**src/rtl/blackjack_pkg.sv**
```systemverilog
// rtl/blackjack_pkg.sv - shared deck sizes, card/index types and dealer FSM states
package blackjack_pkg;

   localparam int DECK_SIZE = 52;
   localparam int ADDR_W    = 6;
   localparam int VAL_W     = 4;

   typedef logic [VAL_W-1:0]  card_val_t;
   typedef logic [ADDR_W-1:0] deck_idx_t;

   typedef enum logic [1:0] {IDLE, PROBE, FETCH, CAPTURE} dealer_state_t;

   localparam deck_idx_t DECK_FULL = deck_idx_t'(DECK_SIZE);
   localparam deck_idx_t DECK_LAST = deck_idx_t'(DECK_SIZE - 1);

   // Fold a 6-bit random value (0..63) into a legal slot (0..51).
   function automatic deck_idx_t fold_start(input deck_idx_t raw);
      return (raw >= DECK_FULL) ? raw - DECK_FULL : raw;
   endfunction

endpackage

```
**src/rtl/card_dealer_lfsr8.sv**
```systemverilog
// rtl/card_dealer_lfsr8.sv - free-running 8-bit Fibonacci LFSR, taps x^8+x^6+x^5+x^4+1
module lfsr8 (
   input  logic       clk,
   input  logic       reset,
   input  logic [7:0] seed,
   output logic [7:0] q
);

   // Advance every cycle; feedback from bits 7,5,4,3 shifts in at bit 0.
   always_ff @(posedge clk or posedge reset) begin
      if (reset) q <= seed;
      else       q <= {q[6:0], q[7] ^ q[5] ^ q[4] ^ q[3]};
   end

endmodule

```
**src/rtl/card_dealer.sv**
```systemverilog
// rtl/card_dealer.sv - deals cards without replacement from the card ROM (DEALER_SEQUENTIAL_EN: deal in ROM order)
module card_dealer
   import blackjack_pkg::*;
#(
   parameter logic [7:0] LFSR_SEED = 8'hA5
) (
   input  logic              clk,
   input  logic              reset,
   input  logic              draw,
   input  logic              shuffle,
   output logic [ADDR_W-1:0] rom_addr,
   input  logic [VAL_W-1:0]  rom_data,
   output logic              card_valid,
   output logic [VAL_W-1:0]  card_value,
   output logic [ADDR_W-1:0] card_index,
   output logic [ADDR_W-1:0] cards_left,
   output logic              deck_empty,
   output logic              busy,
   output logic              draw_err
);

   dealer_state_t          state, state_nx;
   logic [DECK_SIZE-1:0]   used;
   deck_idx_t              idx;
   deck_idx_t              start_idx;
   logic [7:0]             lfsr_q;
   logic                   unused_lfsr;
   logic                   do_shuffle, do_start, do_err, do_take, do_step, do_capture;

   lfsr8 u_lfsr (
      .clk   (clk),
      .reset (reset),
      .seed  (LFSR_SEED),
      .q     (lfsr_q)
   );

   // Parity of the whole LFSR keeps every generator bit referenced in both builds.
   assign unused_lfsr = ^lfsr_q;

`ifdef DEALER_SEQUENTIAL_EN
   assign start_idx = '0;
`else
   assign start_idx = fold_start(lfsr_q[5:0]);
`endif

   assign deck_empty = (cards_left == '0);

   // State register.
   always_ff @(posedge clk or posedge reset) begin
      if (reset) state <= IDLE;
      else       state <= state_nx;
   end

   // Next-state: shuffle beats draw, probing stops on the first free slot.
   always_comb begin
      state_nx = state;
      case (state)
         IDLE:    if (!shuffle && draw && !deck_empty) state_nx = PROBE;
         PROBE:   if (!used[idx]) state_nx = FETCH;
         FETCH:   state_nx = CAPTURE;
         CAPTURE: state_nx = IDLE;
         default: state_nx = IDLE;
      endcase
   end

   // Per-state strobes steering the datapath registers.
   always_comb begin
      busy       = (state != IDLE);
      do_shuffle = (state == IDLE) && shuffle;
      do_err     = (state == IDLE) && !shuffle && draw && deck_empty;
      do_start   = (state == IDLE) && !shuffle && draw && !deck_empty;
      do_take    = (state == PROBE) && !used[idx];
      do_step    = (state == PROBE) && used[idx];
      do_capture = (state == CAPTURE);
   end

   // Deck mask, probe index, ROM address and registered card outputs.
   always_ff @(posedge clk or posedge reset) begin
      if (reset) begin
         used       <= '0;
         idx        <= '0;
         cards_left <= DECK_FULL;
         rom_addr   <= '0;
         card_value <= '0;
         card_index <= '0;
         card_valid <= 1'b0;
         draw_err   <= 1'b0;
      end else begin
         card_valid <= do_capture;
         draw_err   <= do_err;
         if (do_shuffle) begin
            used       <= '0;
            cards_left <= DECK_FULL;
         end
         if (do_start) idx <= start_idx;
         if (do_step)  idx <= (idx == DECK_LAST) ? '0 : idx + 1'b1;
         if (do_take) begin
            used[idx]  <= 1'b1;
            rom_addr   <= idx;
            cards_left <= cards_left - 1'b1;
         end
         if (do_capture) begin
            card_value <= rom_data;
            card_index <= rom_addr;
         end
      end
   end

endmodule

```
**config.mk**
```make
export PLATFORM = sky130hd
export DESIGN_NAME = card_dealer
export DESIGN_NICKNAME = d
export VERILOG_FILES = /design/src/rtl/blackjack_pkg.sv /design/src/rtl/card_dealer_lfsr8.sv /design/src/rtl/card_dealer.sv
export SDC_FILE = /design/constraint.sdc
export NUM_CORES = 1
export LEC_CHECK = 0
export BUFFER_PORTS_ARGS = -buffer_cell sky130_fd_sc_hd__buf_2
export CAP_MARGIN = 20
export CELL_PAD_IN_SITES_DETAIL_PLACEMENT = 1
export CELL_PAD_IN_SITES_GLOBAL_PLACEMENT = 2
export CORE_MARGIN = 2
export CORE_UTILIZATION = 40
export CTS_CLUSTER_DIAMETER = 60
export DETAILED_ROUTE_END_ITERATION = 8
export GPL_TIMING_DRIVEN = 0
export PLACE_DENSITY_LB_ADDON = 0.1
export SYNTH_ARGS = -nofsm -noshare
export SYNTH_HDL_FRONTEND = slang
export SYNTH_SLANG_ARGS = --single-unit
```
**constraint.sdc**
```tcl
create_clock -name clk -period 3.05 [get_ports clk]
set_input_delay 0.305 -clock clk [delete_from_list [all_inputs] [get_ports clk]]
set_output_delay 0.305 -clock clk [all_outputs]
set_load 0.05 [all_outputs]
```
# After elaboration in Yosys (flattened, before gate mapping)
# Cells that the tools add are included.
[totals]
reg_bits = 92
latch_bits = 0
ram_bits = 0
romBits = 0
input_bits = 8
output_inout_bits = 26
word_cells = 60
n_memories = 0
[op_classes]
add_sub_neg = 3
mul = 0
div = 0
order_cmp = 3
eq_ne = 6
shift = 0
mux = 15
bitwise_logic = 4
n_reduce_logical = 19
[ops]
columns = ["operator", "count"]
rows = [
  ["52-bit two-way mux", 2],
  ["52-bit OR", 1],
  ["6-bit two-way mux", 6],
  ["1-bit logical AND", 10],
  ["2-bit case mux with 4 select lines", 1],
  ["6-bit by 7-bit < comparator with 1-bit output, second input constant", 1],
  ["6-bit by 1-bit adder with 6-bit output, second input constant", 1],
  ["1-bit binary-select mux with 6-bit select", 1],
  ["1-bit demux with 6-bit select", 1],
  ["6-bit equality test, second input constant", 1],
  ["6-bit by 1-bit >= comparator with 1-bit output, second input constant", 1],
  ["6-bit >= comparator, second input constant", 1],
  ["6-bit zero test", 1],
  ["2-bit nonzero test", 3],
  ["6-bit by 1-bit subtractor with 6-bit output, second input constant", 1],
  ["6-bit subtractor, second input constant", 1],
  ["2-bit equality test, second input constant", 2],
  ["2-bit two-way mux", 2],
  ["2-bit inequality test, second input constant", 2],
  ["1-bit zero test", 3],
  ["1-bit bitwise XOR", 3],
  ["2-bit by 1-bit equality test with 1-bit output, second input constant", 1],
  ["2-bit zero test", 1],
  ["1-bit two-way mux", 2],
  ["2-bit AND reduction", 1],
]

# Depth between registers and ports, before layout
# Gate-level depths: netlist of the first run.
[logic_depth]
depth_word = 6
mapped_depth = 11
mapped_depth_nobuf = 9

# Worst setup path after synthesis of the first run
# Ideal clock, no wire load.
[synth_timing]
path_type = "reg2reg"
startpoint = "reg cards_left[3]"
endpoint = "reg idx[0]"
setup_time_ns = 0.138
arrival_time_ns = 3.254
required_ns = 2.912
slack_ns = -0.342
stages_incl_launch_ff = 8
path_buffers = 1
period_less_slack_ns = 3.392
cell_sequence = "dfrtp_1 -> or3_1 -> nor3b_1 -> or3_1 -> clkbuf_1 -> mux2_2 -> nand2_1 -> o21ai_0"
[synth_between]
elab_chain_cells = 4
[synth_lines]
columns = ["item", "line_no", "source"]
rows = [
  ["start: declaration", "card_dealer.sv:16", "output logic [ADDR_W-1:0] cards_left,"],
  ["start signal: assignment", "card_dealer.sv:100", "cards_left <= cards_left - 1'b1;"],
  ["6-bit zero test", "card_dealer.sv:46", "assign deck_empty = (cards_left == '0);"],
  ["via deck_empty", "card_dealer.sv:17", "output logic deck_empty,"],
  ["1-bit zero test", "card_dealer.sv:71", "do_start = (state == IDLE) && !shuffle && draw && !deck_empty;"],
  ["1-bit logical AND", "card_dealer.sv:71", ""],
  ["2-bit nonzero test (no source line)", "--", ""],
  ["end signal: assignment", "card_dealer.sv:95", "if (do_start) idx <= start_idx;"],
  ["end signal: assignment", "card_dealer.sv:96", "if (do_step) idx <= (idx == DECK_LAST) ? '0 : idx + 1'b1;"],
  ["end: declaration", "card_dealer.sv:24", "deck_idx_t idx;"],
]
# The timed path passes the listed nets, and every way through them passes these cells.
# A chain may end at the register's enable or synchronous reset.

# Worst setup path after layout of the first run
[layout_timing]
startpoint = "reg idx[1]"
endpoint = "reg used[16]"
[layout_between]
elab_chain_cells = 6
elab_cells_between_ends = 11
classes_between = "2 x order compare; 5 x mux; 1 x bitwise; 3 x reduce/logical"
[layout_lines]
columns = ["item", "line_no", "source"]
rows = [
  ["6-bit by 7-bit < comparator with 1-bit output (implied by the code) / 6-bit by 1-bit >= comparator with 1-bit output (equally long branches)", "card_dealer.sv:98", "used[idx] <= 1'b1;"],
  ["1-bit logical AND (implied by the code)", "card_dealer.sv:98", ""],
  ["1-bit two-way mux (implied by the code)", "card_dealer.sv:98", ""],
  ["1-bit demux with 6-bit select", "card_dealer.sv:98", ""],
  ["52-bit OR (no source line)", "--", ""],
  ["52-bit two-way mux *", "card_dealer.sv:97", "if (do_take) begin"],
  ["end signal: assignment", "card_dealer.sv:80", "used <= '0;"],
  ["end signal: assignment", "card_dealer.sv:92", "used <= '0;"],
  ["end signal: indexed assignment", "card_dealer.sv:98", ""],
  ["end: declaration", "card_dealer.sv:23", "logic [DECK_SIZE-1:0] used;"],
]
# Mark *: on every way between the ends. The rest lies on a longest branch, timed or not. The select of a mux whose other input is x is not followed.

==> summary.md, run 1 <==
| Metric | Value |
|---|---|
| Layout Cells excl Fill | 604 |
| Max Cap Viol | 0 |
| Fmax | 0.345 GHz |
| Adder-Cell Fraction of Synth Area | 0.0281 |
| Critical Path Sink Type | flip-flop |
| Nets | 477 |
| Largest net degree at the start of global routing | 70 |
| Die height | 109 microns |
| Compound-Gate Fraction of Synth Area | 0.159 |
| Num Clock Sinks | 92 |
| Crit path time final | 2.90 ns |
| Distinct cells, synth | 56 |
| Port Buffer Count | 33 |
| Later-pin clock latency in the skew report | 0.37 ns |
| Yosys reg bits | 92 |
| Layout cell share with drive strength beyond 1 | 0.237 |
| GPL Wtd Cong | 0.831 |
| Post-synth top area share | 0.478 |
| Worst Path Required | 3.34 ns |
| Routed length per instance | 20.3 microns |
| Vias | 3,421 |
| Final Hold Viols | 0 |
| Total power | 5.19 mW |
| Synth-to-layout area growth | 15.3% |
| Final Skew | 0.0111 ns |
| Worst-Margin Slew | 0.853 ns |
| Synthesized Nets | 428 |
| Crit path DAT | 3.19 ns |
| Ys Warns | 0 |
| Post-synthesis cell area | 4450 sq um |
| Dominant synthesized flop cell | dfrtp_1 |
| Clock root cell | clkbuf_8 |
| Detailed Route Iter0 Violations | 163 |
| Pleak | 2.20 nW |
| Initial antenna violation count | 0 |
| Dpl ws | 0.0315 ns |
| Starting density of the core | 0.410 |
| Routed Antenna Nets | 0 |
| GRT Resource Usage Total | 0.223 |
| Htree depth | 3 |
| Vias/cell | 5.66 |
| Min-delay src | rom_data[1] |
| Main combinational cell family by area after synthesis | compound AO/OA/AOI/OAI gates |
| Max Transition Viols Final | 0 |
| PwrDens | 1010 nW/um^2 |
| Final Setup Violations | 0 |
| Number of remaining DRC errors | 0 |
| Clock slew at reported path FFs | 0.09 ns |
| Period utilisation layout | 0.951 |
| Post-synth top cells | dfrtp_1, nand2_1, o21ai_0 |
| Count leader, synth | dfrtp_1 |
| Reg2reg start | idx[1] |
| Fin worst setup slack | 0.149 ns |
| First-pass GRT wire length | 20,000 microns |
| Met3 wire len | 422 microns |
| Clock Path Buffers | 2 |
| Placement Rows | 38 |
| Synth area leaders | dfrtp_1, mux2_2, nand2_1, a32o_1, dfstp_2 |
| Top routing layer in use | met4 |
| Worst IR Drop VDD | 0.540 mV |
| Width of the die | 109 microns |
| HP Class | in -> reg |
| Mux contribution to synthesized area | 0.101 |
| Cells after synthesis | 410 |
| Number of synthesized flops with an enable pin | 0 |
| CTS tree | built |
| Vias in the first global route | 3,656 |
| Met1 WL | 5660 microns |
| Total grt overflow | 0 |
| Status | finished clean |
| Seq/Total Area, Yosys | 0.520 |
| WL met2 | 5990 microns |
| Worst setup SP type | flip-flop |
| Crit path launch | idx[1] |
| Worst-path fanout max | 10 |
| Post-synthesis async set-or-reset flop share | 1.00 |
| Core Area | 10,800 sq um |
| Total CTS buffers | 9 |
| Leading area contributor after synthesis | dfrtp_1 |
| Placed cell count | 584 |
| Io pins | 34 |
| Die area | 12,000 sq um |
| Max_slew headroom | 0.430 |
| Post-Synth XOR/XNOR Area | 0.0118 |
| Initial DRT Pass Iterations | 4 |
| Final WL | 12,300 microns |
| Diode count | 0 |
| Area fraction in and, or, nand and nor cells after synthesis | 0.136 |
| Avg Cell Area, Syn | 10.8 sq um |
| Post-DP HPWL | 8690 microns |
| WS Path Type | reg -> reg |
==> repair_timing <==
item	in CTS	in global routing
endpoints found under the setup margin	3	35
resized for setup	1	5
hold endpoints to repair	23	0
pin swaps	0	1
hold buffers	1	0
buffers inserted	0	2
==> flip-flops by register name, summed over array words and instances, names as in the netlist <==
name,cells
card_valid,1
card_index,6
cards_left,6
used,52
card_value,4
rom_addr,6
draw_err,1
u_lfsr.q,8
state,2
idx,6
==> layout make-up <==
| class | instances | area (sq um) |
|---|---|---|
| buffer | 29 | 149 |
| clock buffer | 10 | 128 |
| clock inverter | 6 | 136 |
| fill | 1226 | 5710 |
| inverter | 16 | 62.6 |
| multi-input combinational | 273 | 1940 |
| sequential | 92 | 2310 |
| tap | 140 | 175 |
| timing repair buffer | 38 | 223 |
==> through the flow <==
stage / hold WS (ns) / cell area (sq um) / TNS [ns] / utilization
after floorplan: 0.333 / 4450 / 0 / -
after global placement: 0.338 / 4790 / -72.79 / 0.442
after detailed placement: 0.311 / 4820 / 0 / 0.445
after CTS: 0.154 / 5100 / 0 / 0.470
after global routing: 0.153 / 5130 / -0.0189 / 0.473
final: 0.165 / 5130 / 0 / 0.473
==> worst max-delay path, cell delays in order, from the launching register on <==
cell      delay (ns)
dfrtp_1         0.40
clkbuf_4        0.23
buf_4           0.21
mux4_2          0.33
a22oi_1         0.21
o31ai_1         0.11
a211o_2         0.36
nor3_4          0.32
buf_6           0.21
nand2_1         0.20
o21ai_1         0.22
==> cells in the final DEF, fill, tap and decap left out, drive strengths merged, types with 6 or more instances in the layout <==
cell and instances:
o21ai 43, buf 48, dfstp 7, inv 16
nor2 12, nor3 6, a32o 21, ha 10
dfrtp 85, mux2i 10, nand3 7, nand2 60
clkbuf 28, mux2 21, a21oi 10
==> worst paths after layout <==
path / end / slack, ns / cells past startpoint
worst max-delay path: used[16] / 0.15 / 10
worst min register to register: u_lfsr.q[7] / 0.37 / 0
worst max register to register: used[16] / 0.15 / 10
worst min-delay path: card_value[1] / 0.16 / 2
min in group asynchronous: used[36] / 0.45 / 3
max in group asynchronous: u_lfsr.q[0] / 1.91 / 4
==> power breakdown <==
group          internal (mW)  leakage, nW  total [mW]  switching, mW
clock network          0.629        0.127        1.08          0.450
registers               1.50         1.21        1.67          0.176
logic                  0.789        0.864        2.44           1.65
total                   2.92         2.20        5.19           2.28
==> cells by family after synthesis <==
| logic type | after synthesis |
|---|---|
| and+or+nand+nor | 120 |
| AOI/OAI and AO/OA | 101 |
| DFF | 92 |
| buffers and inverters | 45 |
| muxes | 36 |
| adders and majority gates | 10 |
| xor gates and xnor gates | 6 |
==> routing by layer <==
layer  up-vias  GRT usage
li1       1572          -
met1      1758      0.294
met2        75      0.374
met3        16     0.0385
met4         0     0.0696
met5         -          0
Power figures use the tool's default switching activity.
==> inputs of run 2 (changes only) <==
--- a/config.mk
+++ b/config.mk
@@ -13,7 +13,6 @@
 export CORE_UTILIZATION = 40
 export CTS_CLUSTER_DIAMETER = 60
 export DETAILED_ROUTE_END_ITERATION = 8
-export GPL_TIMING_DRIVEN = 0
 export PLACE_DENSITY_LB_ADDON = 0.1
 export SYNTH_ARGS = -nofsm -noshare
 export SYNTH_HDL_FRONTEND = slang
==> run 2 against run 1 <==
  * Clock skew down 0.0013 ns
  * Critical path type unchanged
  * Critical path depth fell by 2
  * Clock power hardly changed
  * Design area is 0.78% lower
==> summary.md, run 2 (synthesis gave the netlist of run 1 again) <==
| Metric | Value |
|---|---|
| Routed length per instance | 18.9 microns (-7.0%) |
| Final Instance Area | 5090 sq um (-0.78%) |
| Later-pin clock latency in the skew report | 0.37 ns (about the same) |
| Max Transition Viols Final | 0 (unchanged) |
| Delay-heaviest family, CP | compound AO/OA/AOI/OAI gates |
| WS Path Type | reg -> reg |
| Vias | 3,252 (-4.9%) |
| Reg2reg start | idx[0] |
| Worst-path fanout max | 42 (+32) |
| Starting density of the core | 0.410 (unchanged) |
| Routed Antenna Nets | 0 (unchanged) |
| Setup TNS | 0 ns (unchanged) |
| Detailed Route Iter0 Violations | 155 (-4.9%) |
| Diode count | 0 (unchanged) |
| Most frequent cells in the layout | dfrtp_1, nand2_1, buf_2, o21ai_0 |
| Largest net degree at the start of global routing | 93 (+33%) |
| Nets | 459 (-3.8%) |
| Max_slew headroom | 0.605 (+0.175) |
| PwrDens | 985 nW/um^2 (-2.7%) |
| Min Hold Slack | 0.0329 ns (-0.132 ns) |
| Placed cell count | 570 (-2.4%) |
| First-pass GRT wire length | 18,300 microns (-8.6%) |
| Crit path time final | 2.77 ns (-0.129 ns) |
| Die area | 12,000 sq um (unchanged) |
| Num Clock Sinks | 92 (unchanged) |
| Fillcell total | 1,194 (-2.6%) |
| Reg2reg end | cards_left[4] |
| Placement Rows | 38 (unchanged) |
| Layout cell share with drive strength beyond 1 | 0.251 (+0.0141) |
| Clock Path Buffers | 2 (unchanged) |
| GPL Wtd Cong | 0.833 (+0.19%) |
| Reg with most FFs | used |
| Total CTS buffers | 9 (unchanged) |
| CP max stage delay | 0.55 ns (+0.15 ns) |
| Status | finished clean |
| Fin worst setup slack | 0.278 ns (+0.129 ns) |
| Fmax | 0.361 GHz (+4.7%) |
| Reg2Reg Depth | 8 (-2) |
| # hold bufs at CTS | 0 (-1) |
| Post-layout util | 0.469 (-0.00369) |
| Port Buffer Count | 33 (unchanged) |
| Period utilisation layout | 0.909 (-0.0424) |
| Slowest cell on crit path | dfrtp_1 |
| Clock root cell | clkbuf_8 |
| Crit path buffers/inverters | 1 (-2) |
| GRT Resource Usage Total | 0.201 (-0.0217) |
| Clock slew at reported path FFs | 0.09 ns (about the same) |
| Pleak | 2.18 nW (-0.69%) |
| Vias/cell | 5.55 (-2.0%) |
| Final Skew | 0.00981 ns (-0.00126 ns) |
| Final WL | 11,100 microns (-9.8%) |
| Number of remaining DRC errors | 0 (unchanged) |
| Worst IR Drop VDD | 0.620 mV (+15%) |
| Post-DP HPWL | 7550 microns (-13%) |
| Total grt overflow | 0 (unchanged) |
| Htree depth | 3 (unchanged) |
| CTS tree | built |
| HP Class | in -> async |
| Commonest non-fill, non-tap cell in the layout | dfrtp_1 |
| Die height | 109 microns (unchanged) |
| Core Area | 10,800 sq um (unchanged) |
| Total power | 5.01 mW (-3.5%) |
| Worst path cell trace | mux4_2 -> a22oi_1 -> o31ai_1 -> a211o_1 -> nor3_4 -> buf_12 -> nand2b_1 -> a2bb2oi_1 |
| Final Hold Viols | 0 (unchanged) |
| Worst-Margin Slew | 0.591 ns (-0.262 ns) |
| Final Setup Violations | 0 (unchanged) |
| Initial DRT Pass Iterations | 5 (+1) |
| Width of the die | 109 microns (unchanged) |
| Synth-to-layout area growth | 14.4% |
| Layout Cells excl Fill | 586 (-3.0%) |
| Max Cap Viol | 0 (unchanged) |
| Dpl ws | 0.184 ns (+0.153 ns) |
| Area after DPL | 4810 sq um (-0.21%) |
| Io pins | 34 (unchanged) |
| Worst setup SP type | flip-flop |
| Largest registers | used: 52 flops, u_lfsr.q: 8 flops |
| Worst Path Required | 3.35 ns (about the same) |
| Critical Path Sink Type | flip-flop |
| RSZ-0062 raised after global routing | no |
| Max reg flops | 52 (unchanged) |
| Crit path DAT | 3.08 ns (-0.11 ns) |
| FF-to-FF setup slack | 0.28 ns (+0.13 ns) |
| Initial antenna violation count | 0 (unchanged) |
| Vias in the first global route | 3,407 (-6.8%) |
run 2: cell count changes in the layout (fill, tap and decap cells not counted), moves of 2 or more:
cell,change
clkbuf_1,-17
buf_4,+7
buf_2,-5
buf_12,+3
buf_6,-2
clkinv_2,+2
run 2: layout make-up:
class,count,area (sq um),area share
well taps,140,175,0.0344
clock inverters,6,134,0.0263
multi-input cells,273,1940,0.382
repair buffers,49,323,0.0635
clock buffers,10,138,0.0271
flip-flops and latches,92,2310,0.455
inverters,16,61.3,0.0121
run 2: how the worst max path moves through the flow:
stage | to | slack [ns] | startpoint | depth (start not counted)
4_1_cts | cards_left[2] | 0.16 | idx[0] | 9
3_5_place_dp | cards_left[2] | 0.18 | idx[0] | 9
5_1_grt | cards_left[4] | 0.07 | idx[0] | 8
2_1_floorplan | idx[0] | 0.22 | cards_left[3] | 7
3_3_place_gp | cards_left[2] | 0.23 | idx[0] | 9
6_report | cards_left[4] | 0.28 | idx[0] | 8
run 2: layer usage:
metal  track usage  part of all wire  vias up  wire [microns]
met5             0                 0        -               0
met4        0.0714             0.019        0             214
met3        0.0373             0.025       14             280
met2         0.332              0.49       42            5420
met1         0.265              0.47     1657            5170
li1              -                 -     1539               -
run 2: what timing repair did:
| item | 4_1_cts | 5_1_grt |
|---|---|---|
| gates resized for setup | 0 | 2 |
| setup buffers | 0 | 0 |
| endpoints found under the hold margin | 0 | 0 |
| endpoints found under the setup margin | 0 | 5 |
run 2: worst register-to-register path, delay by kind of cell, from the launching register on:
family	cells	cell delay, ns
compound gates	4	0.88
mux	1	0.56
flops	1	0.55
simple gates	2	0.48
buf+inv	1	0.25
run 2: power breakdown:
| group | internal, mW | switching, mW |
|---|---|---|
| logic | 0.756 | 1.46 |
| registers | 1.49 | 0.209 |
| clock network | 0.651 | 0.439 |
| total | 2.90 | 2.11 |
==> inputs of run 3 (changes only) <==
--- a/config.mk
+++ b/config.mk
@@ -6,7 +6,7 @@
 export NUM_CORES = 1
 export LEC_CHECK = 0
 export BUFFER_PORTS_ARGS = -buffer_cell sky130_fd_sc_hd__buf_2
-export CAP_MARGIN = 20
+export CAP_MARGIN = 10
 export CELL_PAD_IN_SITES_DETAIL_PLACEMENT = 1
 export CELL_PAD_IN_SITES_GLOBAL_PLACEMENT = 2
 export CORE_MARGIN = 2
==> constraint.sdc (replaced) <==
create_clock -name clk -period 2.77 [get_ports clk]
set_input_delay 0.277 -clock clk [delete_from_list [all_inputs] [get_ports clk]]
set_output_delay 0.277 -clock clk [all_outputs]
set_load 0.05 [all_outputs]
==> run 3 against run 2 <==
  * Critical path type unchanged
  * Critical path depth increased by 1
  * Design area rose by 0.47%
  * Cell count is 1.5% higher
==> summary.md, run 3 (synthesis gave the netlist of run 1 again) <==
| Metric | Value |
|---|---|
| Fin worst setup slack | 0.157 ns (-0.121 ns) |
| Total grt overflow | 0 (unchanged) |
| Layout cell share with drive strength beyond 1 | 0.268 (+0.0170) |
| Worst IR Drop VDD | 0.659 mV (+6.3%) |
| HP Class | in -> async |
| Final Instance Area | 5110 sq um (+0.47%) |
| Placed cell count | 577 (+1.2%) |
| Layout Cells excl Fill | 595 (+1.5%) |
| Period utilisation layout | 0.943 (+0.0345) |
| Placement Rows | 38 (unchanged) |
| Htree depth | 3 (unchanged) |
| Width of the die | 109 microns (unchanged) |
| Number of remaining DRC errors | 0 (unchanged) |
| Worst-path fanout max | 21 (-50%) |
| CP max stage delay | 0.48 ns (-0.07 ns) |
| Reg2reg end | used[20] |
| Clock slew at reported path FFs | 0.10 ns (about the same) |
| Reg2reg start | idx[2] |
| Worst Path Required | 3.07 ns (-0.28 ns) |
| Max Transition Viols Final | 0 (unchanged) |
| Nets | 468 (+2.0%) |
| Routed Antenna Nets | 0 (unchanged) |
| Final Skew | 0.0156 ns (+0.00582 ns) |
| PwrDens | 1070 nW/um^2 (+8.9%) |
| Final WL | 11,600 microns (+4.7%) |
| Vias/cell | 5.52 (-0.48%) |
| Core Area | 10,800 sq um (unchanged) |
| Port Buffer Count | 33 (unchanged) |
| Reg2Reg Depth | 9 (+1) |
| Largest registers | used: 52 flops, u_lfsr.q: 8 flops |
| # hold bufs at CTS | 0 (unchanged) |
| Total CTS buffers | 9 (unchanged) |
| FF-to-FF setup slack | 0.16 ns (-0.12 ns) |
| Die area | 12,000 sq um (unchanged) |
| First-pass GRT wire length | 18,800 microns (+3.2%) |
| Detailed Route Iter0 Violations | 222 (+43%) |
| Routed length per instance | 19.5 microns (+3.1%) |
| CTS tree | built |
| Final Setup Violations | 0 (unchanged) |
| Vias | 3,286 (+1.0%) |
| Final Hold Viols | 0 (unchanged) |
| Largest net degree at the start of global routing | 75 (-19%) |
| Worst path cell trace | buf_4 -> nor2b_1 -> a221oi_1 -> o32ai_1 -> a211o_1 -> nor3_4 -> buf_12 -> nand2_1 -> o21ai_1 |
| Most frequent cells in the layout | dfrtp_1, nand2_1, buf_2, o21ai_0, buf_4 |
| WS Path Type | reg -> reg |
| Min Hold Slack | 0.0957 ns (+0.0628 ns) |
| Initial antenna violation count | 0 (unchanged) |
| Max_slew headroom | 0.388 (-0.217) |
| Crit path time final | 2.61 ns (-0.159 ns) |
| Post-DP HPWL | 8080 microns (+7.0%) |
| Pleak | 2.22 nW (+1.5%) |
| Max reg flops | 52 (unchanged) |
| Critical Path Sink Type | flip-flop |
| Post-layout util | 0.471 (+0.00219) |
| Slowest cell on crit path | dfrtp_1 |
| Delay-heaviest family, CP | compound AO/OA/AOI/OAI gates |
| Diode count | 0 (unchanged) |
| Crit path DAT | 2.91 ns (-0.17 ns) |
| Io pins | 34 (unchanged) |
| Commonest non-fill, non-tap cell in the layout | dfrtp_1 |
| Status | finished clean |
| GRT Resource Usage Total | 0.209 (+0.00809) |
| Clock root cell | clkbuf_8 |
| Dpl ws | 0.0483 ns (-0.136 ns) |
| Area after DPL | 4850 sq um (+0.73%) |
| Worst setup SP type | flip-flop |
| Vias in the first global route | 3,391 (-0.47%) |
| Clock Path Buffers | 2 (unchanged) |
| RSZ-0062 raised after global routing | yes |
| Crit path launch | idx[2] |
| Crit path buffers/inverters | 2 (+1) |
| Later-pin clock latency in the skew report | 0.39 ns (+0.02 ns) |
| Die height | 109 microns (unchanged) |
| GPL Wtd Cong | 0.803 (-3.6%) |
| Worst Setup EP | used[20] |
| Total power | 5.48 mW (+9.4%) |
| Reg with most FFs | used |
| Worst-Margin Slew | 0.918 ns (+0.326 ns) |
| Synth-to-layout area growth | 14.9% |
| Fmax | 0.383 GHz (+6.1%) |
| Max Cap Viol | 0 (unchanged) |
| Num Clock Sinks | 92 (unchanged) |
| Critical Path Stages | 9 (+1) |
| Setup TNS | 0 ns (unchanged) |
| Starting density of the core | 0.410 (unchanged) |
| Initial DRT Pass Iterations | 4 (-1) |
[run 3: changes by cell type in the layout (fill, tap and decap cells not counted), sizes merged]
cell	previous run	this run
bufinv	4	2
buf	49	57
clkbuf	10	13
[run 3: worst reg2reg max path, stage by stage, from the launching register on]
cell and delay (ns):
dfrtp_1 0.48, buf_4 0.22, nor2b_1 0.15, a221oi_1 0.33
o32ai_1 0.14, a211o_1 0.37, nor3_4 0.26, buf_12 0.20
nand2_1 0.17, o21ai_1 0.20
[run 3: timing repair]
action	in CTS	in global routing
gates resized for setup	0	5
endpoints found under the setup margin	0	45
setup buffers	0	1
[run 3: how the worst min path moves through the flow]
stage / from / end / slack [ns] / cells after the start
floorplan: u_lfsr.q[6] / u_lfsr.q[7] / 0.33 / 0
global placement: u_lfsr.q[6] / u_lfsr.q[7] / 0.34 / 0
detailed placement: u_lfsr.q[6] / u_lfsr.q[7] / 0.34 / 0
CTS: rom_data[3] / card_value[3] / 0.11 / 2
global route: rom_data[3] / card_value[3] / 0.12 / 2
finish: reset / used[27] / 0.1 / 2
[run 3: area by class of cell]
cell class	count	area [sq um]
multi-input combinational	273	1960
clock inverter	4	73.8
sequential	92	2310
tap	140	175
clock buffer	12	145
timing repair buffer	58	383
fill	1197	5730
inverter	16	62.6
[run 3: layer usage]
layer  vias up  share of wire  routed length [microns]  global-route usage
li1       1555              -                        -                   -
met5         -              0                        0                   0
met3        11          0.019                      221              0.0344
met2        40           0.47                     5480               0.325
met1      1680           0.49                     5720               0.296
met4         0          0.016                      188              0.0732
[run 3: power by group]
part | switching, mW | total, mW | internal (mW)
combinational | 1.66 | 2.57 | 0.913
sequential | 0.236 | 1.88 | 1.65
clock | 0.492 | 1.03 | 0.534
